`config.mk`:
```
export PLATFORM = sky130hd
export DESIGN_NAME = shift_sub_divider
export DESIGN_NICKNAME = d
export VERILOG_FILES = /design/src/rtl/shift_sub_divider.sv
export SDC_FILE = /design/constraint.sdc
export NUM_CORES = 1
export LEC_CHECK = 0
export BUFFER_PORTS_ARGS = -buffer_cell sky130_fd_sc_hd__buf_2
export CAP_MARGIN = 20
export CORE_MARGIN = 1.5
export CORE_UTILIZATION = 45
export CTS_CLUSTER_DIAMETER = 50
export DETAILED_ROUTE_END_ITERATION = 8
export PLACE_DENSITY = 0.67
export SLEW_MARGIN = 20
export SYNTH_ARGS = -nofsm -noshare
export SYNTH_HDL_FRONTEND = slang
export SYNTH_SLANG_ARGS = --single-unit
```
`constraint.sdc`:
```
create_clock -name CLOCK_50 -period 4.5 [get_ports CLOCK_50]
set_input_delay 0.9 -clock CLOCK_50 [delete_from_list [all_inputs] [get_ports CLOCK_50]]
set_output_delay 0.9 -clock CLOCK_50 [all_outputs]
set_load 0.02 [all_outputs]
```
`src/rtl/shift_sub_divider.sv`:
```
// Sequential restoring divider: 16-bit unsigned dividend / 8-bit unsigned divisor,
// one quotient bit per clock, start/busy/done handshake, divide-by-zero shortcut.
module shift_sub_divider (
   input  logic        CLOCK_50,
   input  logic        reset,
   input  logic        start,
   input  logic [15:0] dividend,
   input  logic [7:0]  divisor,
   output logic [15:0] quotient,
   output logic [7:0]  remainder,
   output logic        busy,
   output logic        done,
   output logic        div_zero
);

   typedef enum logic [1:0] {S_IDLE, S_RUN, S_DONE} state_t;

   state_t      state_q, state_d;
   logic [7:0]  rem_q, rem_d;
   logic [15:0] qsh_q, qsh_d;
   logic [7:0]  dreg_q, dreg_d;
   logic [3:0]  cnt_q, cnt_d;
   logic [15:0] quot_q, quot_d;
   logic [7:0]  remo_q, remo_d;
   logic        dz_q, dz_d;

   // The partial remainder is always below the divisor, so only the 9-bit trial
   // value needs the extra bit; the difference always fits back into 8 bits.
   logic [8:0]  trial;
   logic        ge;
   logic [7:0]  diff;
   logic [7:0]  step_rem;
   logic [15:0] step_q;

   assign trial    = {rem_q, qsh_q[15]};
   assign ge       = (trial >= {1'b0, dreg_q});
   assign diff     = trial[7:0] - dreg_q;
   assign step_rem = ge ? diff : trial[7:0];
   assign step_q   = {qsh_q[14:0], ge};

   always_ff @(posedge CLOCK_50) begin
      if (reset) begin
         state_q <= S_IDLE;
         rem_q   <= '0;
         qsh_q   <= '0;
         dreg_q  <= '0;
         cnt_q   <= '0;
         quot_q  <= '0;
         remo_q  <= '0;
         dz_q    <= 1'b0;
      end else begin
         state_q <= state_d;
         rem_q   <= rem_d;
         qsh_q   <= qsh_d;
         dreg_q  <= dreg_d;
         cnt_q   <= cnt_d;
         quot_q  <= quot_d;
         remo_q  <= remo_d;
         dz_q    <= dz_d;
      end
   end

   always_comb begin
      state_d = state_q;
      rem_d   = rem_q;
      qsh_d   = qsh_q;
      dreg_d  = dreg_q;
      cnt_d   = cnt_q;
      quot_d  = quot_q;
      remo_d  = remo_q;
      dz_d    = dz_q;
      case (state_q)
         S_IDLE: begin
            if (start) begin
               if (divisor == 8'd0) begin
                  state_d = S_DONE;
                  quot_d  = 16'hFFFF;
                  remo_d  = dividend[7:0];
                  dz_d    = 1'b1;
               end else begin
                  state_d = S_RUN;
                  rem_d   = '0;
                  qsh_d   = dividend;
                  dreg_d  = divisor;
                  cnt_d   = '0;
               end
            end
         end
         S_RUN: begin
            rem_d = step_rem;
            qsh_d = step_q;
            cnt_d = cnt_q + 4'd1;
            // Results are published on the edge that leaves RUN, so they hold through IDLE.
            if (cnt_q == 4'd15) begin
               state_d = S_DONE;
               quot_d  = step_q;
               remo_d  = step_rem;
               dz_d    = 1'b0;
            end
         end
         S_DONE:  state_d = S_IDLE;
         default: state_d = S_IDLE;
      endcase
   end

   always_comb begin
      busy      = (state_q != S_IDLE);
      done      = (state_q == S_DONE);
      quotient  = quot_q;
      remainder = remo_q;
      div_zero  = dz_q;
   end

endmodule
```
# After elaboration in Yosys (flattened, before gate mapping)
# Index checks and enable logic that the tools add are counted.
# word_totals
word_cells	53
regBits	63
output_inout_bits	27
# op_classes
muxes	26
n_eq_ne	7
n_bitwise	1
n_addsub	2
order_cmp	1
n_reduce_logical	8
# ops
operator	count
two-way mux 16 bit	5
one-hot mux 16 bit (2 select lines)	2
two-way mux 8 bit	6
one-hot mux 8 bit (2 select lines)	2
>= comparator 9 x 8 -> 1 bit	1
zero test 8 bit	1
two-way mux 4 bit	2
inequality test 2 bit (second input constant)	4
one-hot mux 4 bit (2 select lines)	1
subtractor 8 bit	1
two-way mux 2 bit	3
AND reduction 3 bit	2
adder 4 x 1 -> 4 bit (second input constant)	1
== test 4 bit (second input constant)	1
one-hot mux 2 bit (2 select lines)	1
AND reduction 4 bit	1
nonzero test 2 bit	2
two-way mux 1 bit	3
== test 2 x 1 -> 1 bit (second input constant)	1
== test 2 bit (second input constant)	1
zero test 2 bit	1
one-hot mux 1 bit (2 select lines)	1
AND reduction 2 bit	1
inverter 1 bit	1

# Longest topological paths before layout
# Gate-level depths: netlist of run 1.
# logic_depth
word_depth	4
mapped_depth	10
ltp_nobuf	10

# Least setup slack after synthesis of run 1
# OpenSTA, ideal clock, no wires.
# synth_timing
kind	input to register
startpoint	input port divisor[7]
endpoint	register remo_q[7], in the netlist remainder[7]
path_stages	6
path_buffers	0
path_slack_ns	2.072
arrival_ns	2.362
required_ns	4.434
path_cell_list	or4_1 -> or2_1 -> a21boi_2 -> o21ai_1 -> a221o_1 -> a21oi_2
# synth_via
elab_chain_len	3
# synth_lines
item	line	rtl
from (decl)	8	input logic [7:0] divisor,
zero test 8 bit	75	if (divisor == 8'd0) begin
inequality test 2 bit (no source line)	--	
AND reduction 4 bit (no source line)	--	
to (signal assigned)	58	remo_q <= remo_d;
to (decl)	24	logic [7:0] remo_q, remo_d;
# Every way passes these cells.
# A chain may end at the register's enable or synchronous reset.

# Worst setup path in the final report of run 1
# layout_timing
startpoint	input port divisor[3]
endpoint	register remo_q[5], in the netlist remainder[5]
# Same word-level chain as after synthesis.

==> flow_summary_export.csv, run 1 <==
group,metric,value,unit
critical_path,endpoint_kind,"register",
synth,async_flop_share,0,%
global_routing,grt_pass1_vias,2391,
floorplan,boundaryPins,54,
synth,yosysUniqueCellTypes,63,
clock_tree,cts_root_buf,"sky130_fd_sc_hd__clkbuf_8",
synth,synth.area.top_cells,"sky130_fd_sc_hd__dfxtp_1 (43%), sky130_fd_sc_hd__nand2_1 (5.7%), sky130_fd_sc_hd__nor2_1 (5.7%)",
power_and_ir_drop,vdd.ir_drop.worst,0.257,mV
sta,max_slew_margin,27.7,%
power_and_ir_drop,power.static_leakage,1.45,nW
floorplan,std_cell_rows,29,
power_and_ir_drop,part_of_the_total_power_dissipated_in_the_clock_network,33.0,%
detailed_routing,detailedRoute.firstPassIterationCount,4,
clock_tree,cts_tree,"yes",
finish,antenna-diode-count,0,
synth,syn_nets,377,
sta,setup_total_negative_slack,0,ps
clock_tree,clock-sinks,63,
global_routing,grt_antenna_before_repair,0,
placement,io_buffer_count,53,
critical_path,startpoint_type,"primary input",
critical_path,launch_point_of_the_worst_reg_to_reg_path,"qsh_q[15]",
synth,syn-instance-count,340,
global_routing,global_route_wire_length_before_repair,11.5,mm
sta,slew_viol_final,0,
finish,nFillCells,614,
synth,synth-seq-area-share,42.7,%
sta,finalCritPeriodShare,60.8,%
detailed_routing,ant_nets,0,
job,maxCapViolCount,0,
synth,yosys_warn_count,0,
synth,synth_seq_cells,63,
clock_tree,htreeDepth,3,
detailed_routing,num_vias,2608,
floorplan,die_boundary_width,84.0,um
global_routing,grt_usage,20.3,%
synth,synth_top_area_share,42.7,%
global_routing,grt_start_max_net_pins,39,
power_and_ir_drop,p_comb_share,24.2,%
floorplan,effective_utilization_at_floorplan,46.5,%
sta,grt_setup_unrepaired,"no",
placement,dpl.hpwl,4.77,mm
sta,finalHoldViolations,0,
critical_path,data_arrival_time_at_the_worst_slack_endpoint,2980,ps
finish,multiInputGateArea,0.00154,mm^2
clock_tree,cts.repair_timing.setup_buffer_count,0,
critical_path,worstSetupStartpoint,"divisor[3]",
hold_path,worst_hold_path_type,"reg -> reg",
synth,post_synth_edffs,0,
critical_path,data_required_critical_path,4740,ps
placement,routability_congestion_estimate,0.886,
critical_path,timing.critical_path.fanout_max,19,
synth,mappedNetlistArea,0.00295,mm^2
synth,most_common_cell_in_the_synthesized_netlist,"sky130_fd_sc_hd__dfxtp_1",
synth,synth_top_flop_cell,"sky130_fd_sc_hd__dfxtp_1",
clock_tree,cts_buf_count,9,
detailed_routing,drt_wl_total,6.86,mm
floorplan,die_height,84.0,um
finish,fin_area,0.00343,mm^2
floorplan,floorplan.die_area,0.00706,mm^2
power_and_ir_drop,power.share.switching,31.4,%
floorplan,placeableCoreArea,0.00635,mm^2
sta,period_needed,2730,ps
detailed_routing,dr_wl_cell,14.7,um
clock_tree,cts_repair_resize_count,0,
power_and_ir_drop,internal_power,1.02,mW
clock_tree,clk_pin_slew_worst_paths,70,ps
finish,ff_latch_area,0.00126,mm^2
synth,postSynthAreaPerCell,8.69,um^2
clock_tree,cts-root-to-sink-buffers,2,
clock_tree,clock_insertion_delay_worst_skew,330,ps
placement,placed_area,0.00323,mm^2
detailed_routing,drt_first_iter_violations,157,
hold_path,hold_path.startpoint,"rem_q[2]",
sta,finalClockSkew,5.87,ps
power_and_ir_drop,power.net_switching,0.465,mW
clock_tree,cts_hold_buffers,0,
sta,timing_worst_slew_pin_value,1080,ps
sta,clock.fmax,366,MHz
finish,drive_gt1_share,24.7,%
sta,setup-violations-final,0,
synth,synth.cells.most_frequent,"sky130_fd_sc_hd__dfxtp_1 (63), sky130_fd_sc_hd__nand2_1 (45), sky130_fd_sc_hd__nor2_1 (45)",
global_routing,grt.overflow.total,0,
synth,synthDominantAreaCellType,"sky130_fd_sc_hd__dfxtp_1",
detailed_routing,drc_errors,0,
power_and_ir_drop,seqPwrFrac,42.8,%
finish,synthToLayoutAreaGrowth,16.1,%
power_and_ir_drop,post-layout-total-power,1.48,mW
critical_path,worst-setup-path-type,"in -> reg",
status,run_status,"finished clean",
detailed_routing,detail_route.vias_per_cell,5.60,
finish,nets,421,
power_and_ir_drop,pwr_density_cell,431,mW/mm^2
logic make-up after synthesis:
family	Yosys count	share of synthesized area, %
AND/OR/NAND/NOR	124	18.7
AO/OA/AOI/OAI	98	25.5
flip-flops	63	42.7
buffers and inverters	35	5.42
adder cells (fa/ha/maj)	10	4.49
XOR/XNOR	5	1.48
multiplexers	5	1.69
routing by layer:
metal | global-route usage (%) | vias up | routed length (um)
met3 | 3.26 | 11 | 308
met5 | 0 | - | 0
met2 | 31.9 | 74 | 3030
met4 | 8.79 | 0 | 106
li1 | - | 1322 | -
met1 | 27.4 | 1201 | 3410
sequential cells by signal, indices dropped and copies added, names as in the netlist:
| signal | flops |
|---|---|
| cnt_q | 4 |
| div_zero | 1 |
| dreg_q | 8 |
| qsh_q | 16 |
| quotient | 16 |
| rem_q | 8 |
| remainder | 8 |
| state_q | 2 |
power groups by stage:
stage	clock (mW)	sequential [mW]	combinational, mW
final	0.488	0.634	0.359
after global routing	0.521	0.640	0.394
after CTS	0.500	0.634	0.358
after detailed placement	0	0.646	0.357
after global placement	0	0.646	0.350
after floorplan	0	0.654	0.269
critical path, stage by stage:
cell                       delay [ps]
sky130_fd_sc_hd__buf_2            110
sky130_fd_sc_hd__or4_4            540
sky130_fd_sc_hd__or2_1            250
sky130_fd_sc_hd__a21boi_2         490
sky130_fd_sc_hd__buf_4            340
sky130_fd_sc_hd__o211ai_1         120
sky130_fd_sc_hd__o32ai_1          220
cells in the final DEF, fill, tap and decap left out, types with 3 or more instances in the layout:
| cell | count |
|---|---|
| sky130_fd_sc_hd__dfxtp_1 | 63 |
| sky130_fd_sc_hd__buf_2 | 53 |
| sky130_fd_sc_hd__nand2_1 | 45 |
| sky130_fd_sc_hd__nor2_1 | 45 |
| sky130_fd_sc_hd__a21oi_1 | 17 |
| sky130_fd_sc_hd__a311oi_1 | 15 |
| sky130_fd_sc_hd__o221a_2 | 15 |
| sky130_fd_sc_hd__inv_1 | 11 |
| sky130_fd_sc_hd__o21ai_0 | 11 |
| sky130_fd_sc_hd__clkbuf_8 | 10 |
| sky130_fd_sc_hd__ha_1 | 9 |
| sky130_fd_sc_hd__nor3_1 | 7 |
| sky130_fd_sc_hd__mux2i_1 | 5 |
| sky130_fd_sc_hd__a31oi_1 | 5 |
| sky130_fd_sc_hd__a21o_1 | 4 |
| sky130_fd_sc_hd__a211oi_1 | 4 |
| sky130_fd_sc_hd__or2_2 | 3 |
| sky130_fd_sc_hd__nand2b_1 | 3 |
| sky130_fd_sc_hd__xnor2_1 | 3 |
| sky130_fd_sc_hd__nand4_1 | 3 |
| sky130_fd_sc_hd__clkinvlp_4 | 3 |
| sky130_fd_sc_hd__buf_4 | 3 |
layout make-up:
type | count | share of cell area (%)
clock buffers | 11 | 4.12
clock inverters | 5 | 1.68
inverters | 12 | 1.31
multi-input cells | 242 | 44.9
flip-flops and latches | 63 | 36.8
well taps | 77 | 2.81
repair buffers | 56 | 8.39
metrics by stage:
stage	std cells	hold WS [ps]	util (%)	setup slack [ps]
2_1_floorplan	340	437	-	2070
3_3_place_gp	450	463	50.8	1460
3_5_place_dp	450	468	50.8	1420
4_1_cts	466	478	54.0	1780
5_1_grt	466	500	54.0	1610
6_report	466	472	54.0	1770
final timing paths:
kind,endpoint,slack [ps],cells past startpoint
max,remainder[5],1770,7
min,rem_q[2],470,2
max reg2reg,remainder[1],1900,8
min reg2reg,rem_q[2],470,2
No activity file was read; power rests on OpenSTA's default activity.
==> inputs of run 2 (changes only) <==
--- a/config.mk
+++ b/config.mk
@@ -11,7 +11,7 @@
 export CORE_UTILIZATION = 45
 export CTS_CLUSTER_DIAMETER = 50
 export DETAILED_ROUTE_END_ITERATION = 8
-export PLACE_DENSITY = 0.67
+export PLACE_DENSITY = 0.69
 export SLEW_MARGIN = 20
 export SYNTH_ARGS = -nofsm -noshare
 export SYNTH_HDL_FRONTEND = slang
==> constraint.sdc (replaced) <==
create_clock -name CLOCK_50 -period 2.43 [get_ports CLOCK_50]
set_input_delay 0.486 -clock CLOCK_50 [delete_from_list [all_inputs] [get_ports CLOCK_50]]
set_output_delay 0.486 -clock CLOCK_50 [all_outputs]
set_load 0.02 [all_outputs]
==> run 2 against run 1 <==
Global-route usage grew 1.3 points. Critical path depth increased by 2. Via count up 5.1%. First-iteration DRC count is 25% higher. Largest cell class unchanged. Highest routed layer unchanged.
==> flow_summary_export.csv, run 2 (same netlist as run 1, synthesis figures left out) <==
group,metric,value,unit
critical_path,worst-setup-path-type,"reg -> reg",
placement,placed_area,0.00335,mm^2
critical_path,timing.critical_path.fanout_max,3,
clock_tree,cts-root-to-sink-buffers,2,
global_routing,grt.overflow.total,0,
detailed_routing,detail_route.vias_per_cell,5.70,
critical_path,launch_point_of_the_worst_reg_to_reg_path,"qsh_q[15]",
hold_path,worst_hold_path_type,"in -> reg",
detailed_routing,ant_nets,0,
global_routing,grt_start_max_net_pins,38,
placement,dpl.hpwl,5.22,mm
clock_tree,cts_root_buf,"sky130_fd_sc_hd__clkbuf_8",
floorplan,die_boundary_width,84.0,um
detailed_routing,drc_errors,0,
critical_path,data_required_critical_path,2700,ps
power_and_ir_drop,seqPwrFrac,40.0,%
status,run_status,"finished clean",
critical_path,ff2ff_setup_slack,160,ps
sta,setup_total_negative_slack,0,ps
detailed_routing,dr_wl_cell,15.1,um
detailed_routing,highest-signal-layer,"met4",
placement,place_ws,70.2,ps
finish,antenna-diode-count,0,
clock_tree,clk_pin_slew_worst_paths,70,ps
global_routing,grt_antenna_before_repair,0,
power_and_ir_drop,internal_power,2.05,mW
power_and_ir_drop,power.net_switching,0.890,mW
finish,nets,436,
global_routing,grt_pass1_vias,2546,
clock_tree,clock_insertion_delay_worst_skew,340,ps
detailed_routing,drt_wl_total,7.26,mm
power_and_ir_drop,part_of_the_total_power_dissipated_in_the_clock_network,34.6,%
sta,finalHoldViolations,0,
finish,synthToLayoutAreaGrowth,22.2,%
sta,slew_viol_final,0,
clock_tree,cts_buf_count,9,
critical_path,end_of_the_worst_register_to_register_path,"remainder[4]",
power_and_ir_drop,pwr_density_cell,815,mW/mm^2
finish,most_frequent_standard_cell_in_the_layout_excluding_fill_and_tap_cells,"sky130_fd_sc_hd__dfxtp_1",
critical_path,crit_end,"remainder[4]",
placement,io_buffer_count,53,
clock_tree,htreeDepth,3,
sta,period_needed,2270,ps
global_routing,global_route_wire_length_before_repair,12.2,mm
sta,clock.fmax,440,MHz
detailed_routing,route.layer.met1.wl,3.43,mm
detailed_routing,met2_wirelength,3.26,mm
finish,final_cell_mix,"sky130_fd_sc_hd__dfxtp_1 (63), sky130_fd_sc_hd__buf_2 (53), sky130_fd_sc_hd__nand2_1 (45), sky130_fd_sc_hd__nor2_1 (45)",
detailed_routing,num_vias,2740,
detailed_routing,detailedRoute.firstPassIterationCount,5,
floorplan,placeableCoreArea,0.00635,mm^2
sta,setup_slack,159,ps
critical_path,endpoint_kind,"register",
finish,fin_area,0.00361,mm^2
critical_path,worstSetupStartpoint,"qsh_q[15]",
detailed_routing,drt_first_iter_violations,197,
floorplan,floorplan.die_area,0.00706,mm^2
clock_tree,cts_tree,"yes",
finish,drive_gt1_share,28.7,%
global_routing,grt_usage,21.6,%
power_and_ir_drop,p_comb_share,25.4,%
floorplan,std_cell_rows,29,
sta,timing_worst_slew_pin_value,943,ps
job,maxCapViolCount,0,
power_and_ir_drop,vdd.ir_drop.worst,0.483,mV
sta,setup-violations-final,0,
power_and_ir_drop,power.share.switching,30.3,%
power_and_ir_drop,power.static_leakage,1.54,nW
sta,grt_setup_unrepaired,"no",
sta,max_slew_margin,36.8,%
sta,finalClockSkew,3.90,ps
sta,finalCritPeriodShare,93.5,%
clock_tree,clock-sinks,63,
critical_path,worstRegToRegCells,9,
floorplan,die_height,84.0,um
clock_tree,cts_hold_buffers,0,
floorplan,boundaryPins,54,
critical_path,startpoint_type,"register",
detailed_routing,wl_met3,488,um
clock_tree,cts.repair_timing.setup_buffer_count,0,
finish,finish.utilization,56.8,%
critical_path,data_arrival_time_at_the_worst_slack_endpoint,2540,ps
placement,routability_congestion_estimate,0.880,
floorplan,effective_utilization_at_floorplan,46.5,%
-- run 2: changes by cell type in the layout (fill, tap and decap cells not counted), sizes merged --
cell,delta
buf,+15
bufinv,+1
clkinv,+1
clkinvlp,-2
-- run 2: how the worst min path moves through the flow --
stage                       startpoint  slack, ps           end  cells past startpoint
after CTS                   divisor[3]        380     dreg_q[3]                      3
after global placement    remainder[5]        470  remainder[5]                      2
after detailed placement      rem_q[7]        470      rem_q[7]                      2
after floorplan               rem_q[7]        440      rem_q[7]                      2
final                       divisor[3]        380     dreg_q[3]                      3
after global routing        divisor[5]        410     dreg_q[5]                      3
-- run 2: what timing repair did --
item                       in CTS  in global routing
pin swaps                       0                  1
cloned                          0                  0
setup endpoints to repair       8                  6
resized for setup               1                  5
-- run 2: routing by layer --
metal  up-vias  global-route usage, %
met1      1275                   29.7
li1       1351                      -
met4         0                   5.66
met2       104                   33.1
met5         -                      0
met3        10                   6.33
-- run 2: layout make-up --
type                       count  area (um^2)
clock inverter                 5         81.3
timing repair buffer          71          413
multi-input combinational    242         1570
inverter                      12         45.0
sequential                    63         1260
tap                           77         96.3
clock buffer                  11          141
fill                         583         2740
-- run 2: through the flow --
stage | hold WS (ps) | std cells | total power, mW
2_1_floorplan | 437 | 340 | 1.71
3_3_place_gp | 468 | 465 | 1.90
3_5_place_dp | 468 | 465 | 1.91
4_1_cts | 376 | 481 | 2.93
5_1_grt | 407 | 481 | 3.08
6_report | 384 | 481 | 2.94
-- run 2: worst max-delay path: stages (launching register included) --
cell and delay [ps]:
sky130_fd_sc_hd__dfxtp_1 310, sky130_fd_sc_hd__inv_1 70, sky130_fd_sc_hd__ha_1 170, sky130_fd_sc_hd__inv_1 60, sky130_fd_sc_hd__fa_2 380, sky130_fd_sc_hd__a211oi_2 270
sky130_fd_sc_hd__nor2_1 70, sky130_fd_sc_hd__a2111oi_0 520, sky130_fd_sc_hd__a31oi_1 160, sky130_fd_sc_hd__a31oi_1 190
-- run 2: power groups by stage --
stage	logic (mW)	clock network [mW]	registers, mW
global route	0.820	1.08	1.18
CTS	0.725	1.03	1.17
finish	0.748	1.02	1.18
floorplan	0.499	0	1.21
detailed placement	0.713	0	1.20
global placement	0.703	0	1.19
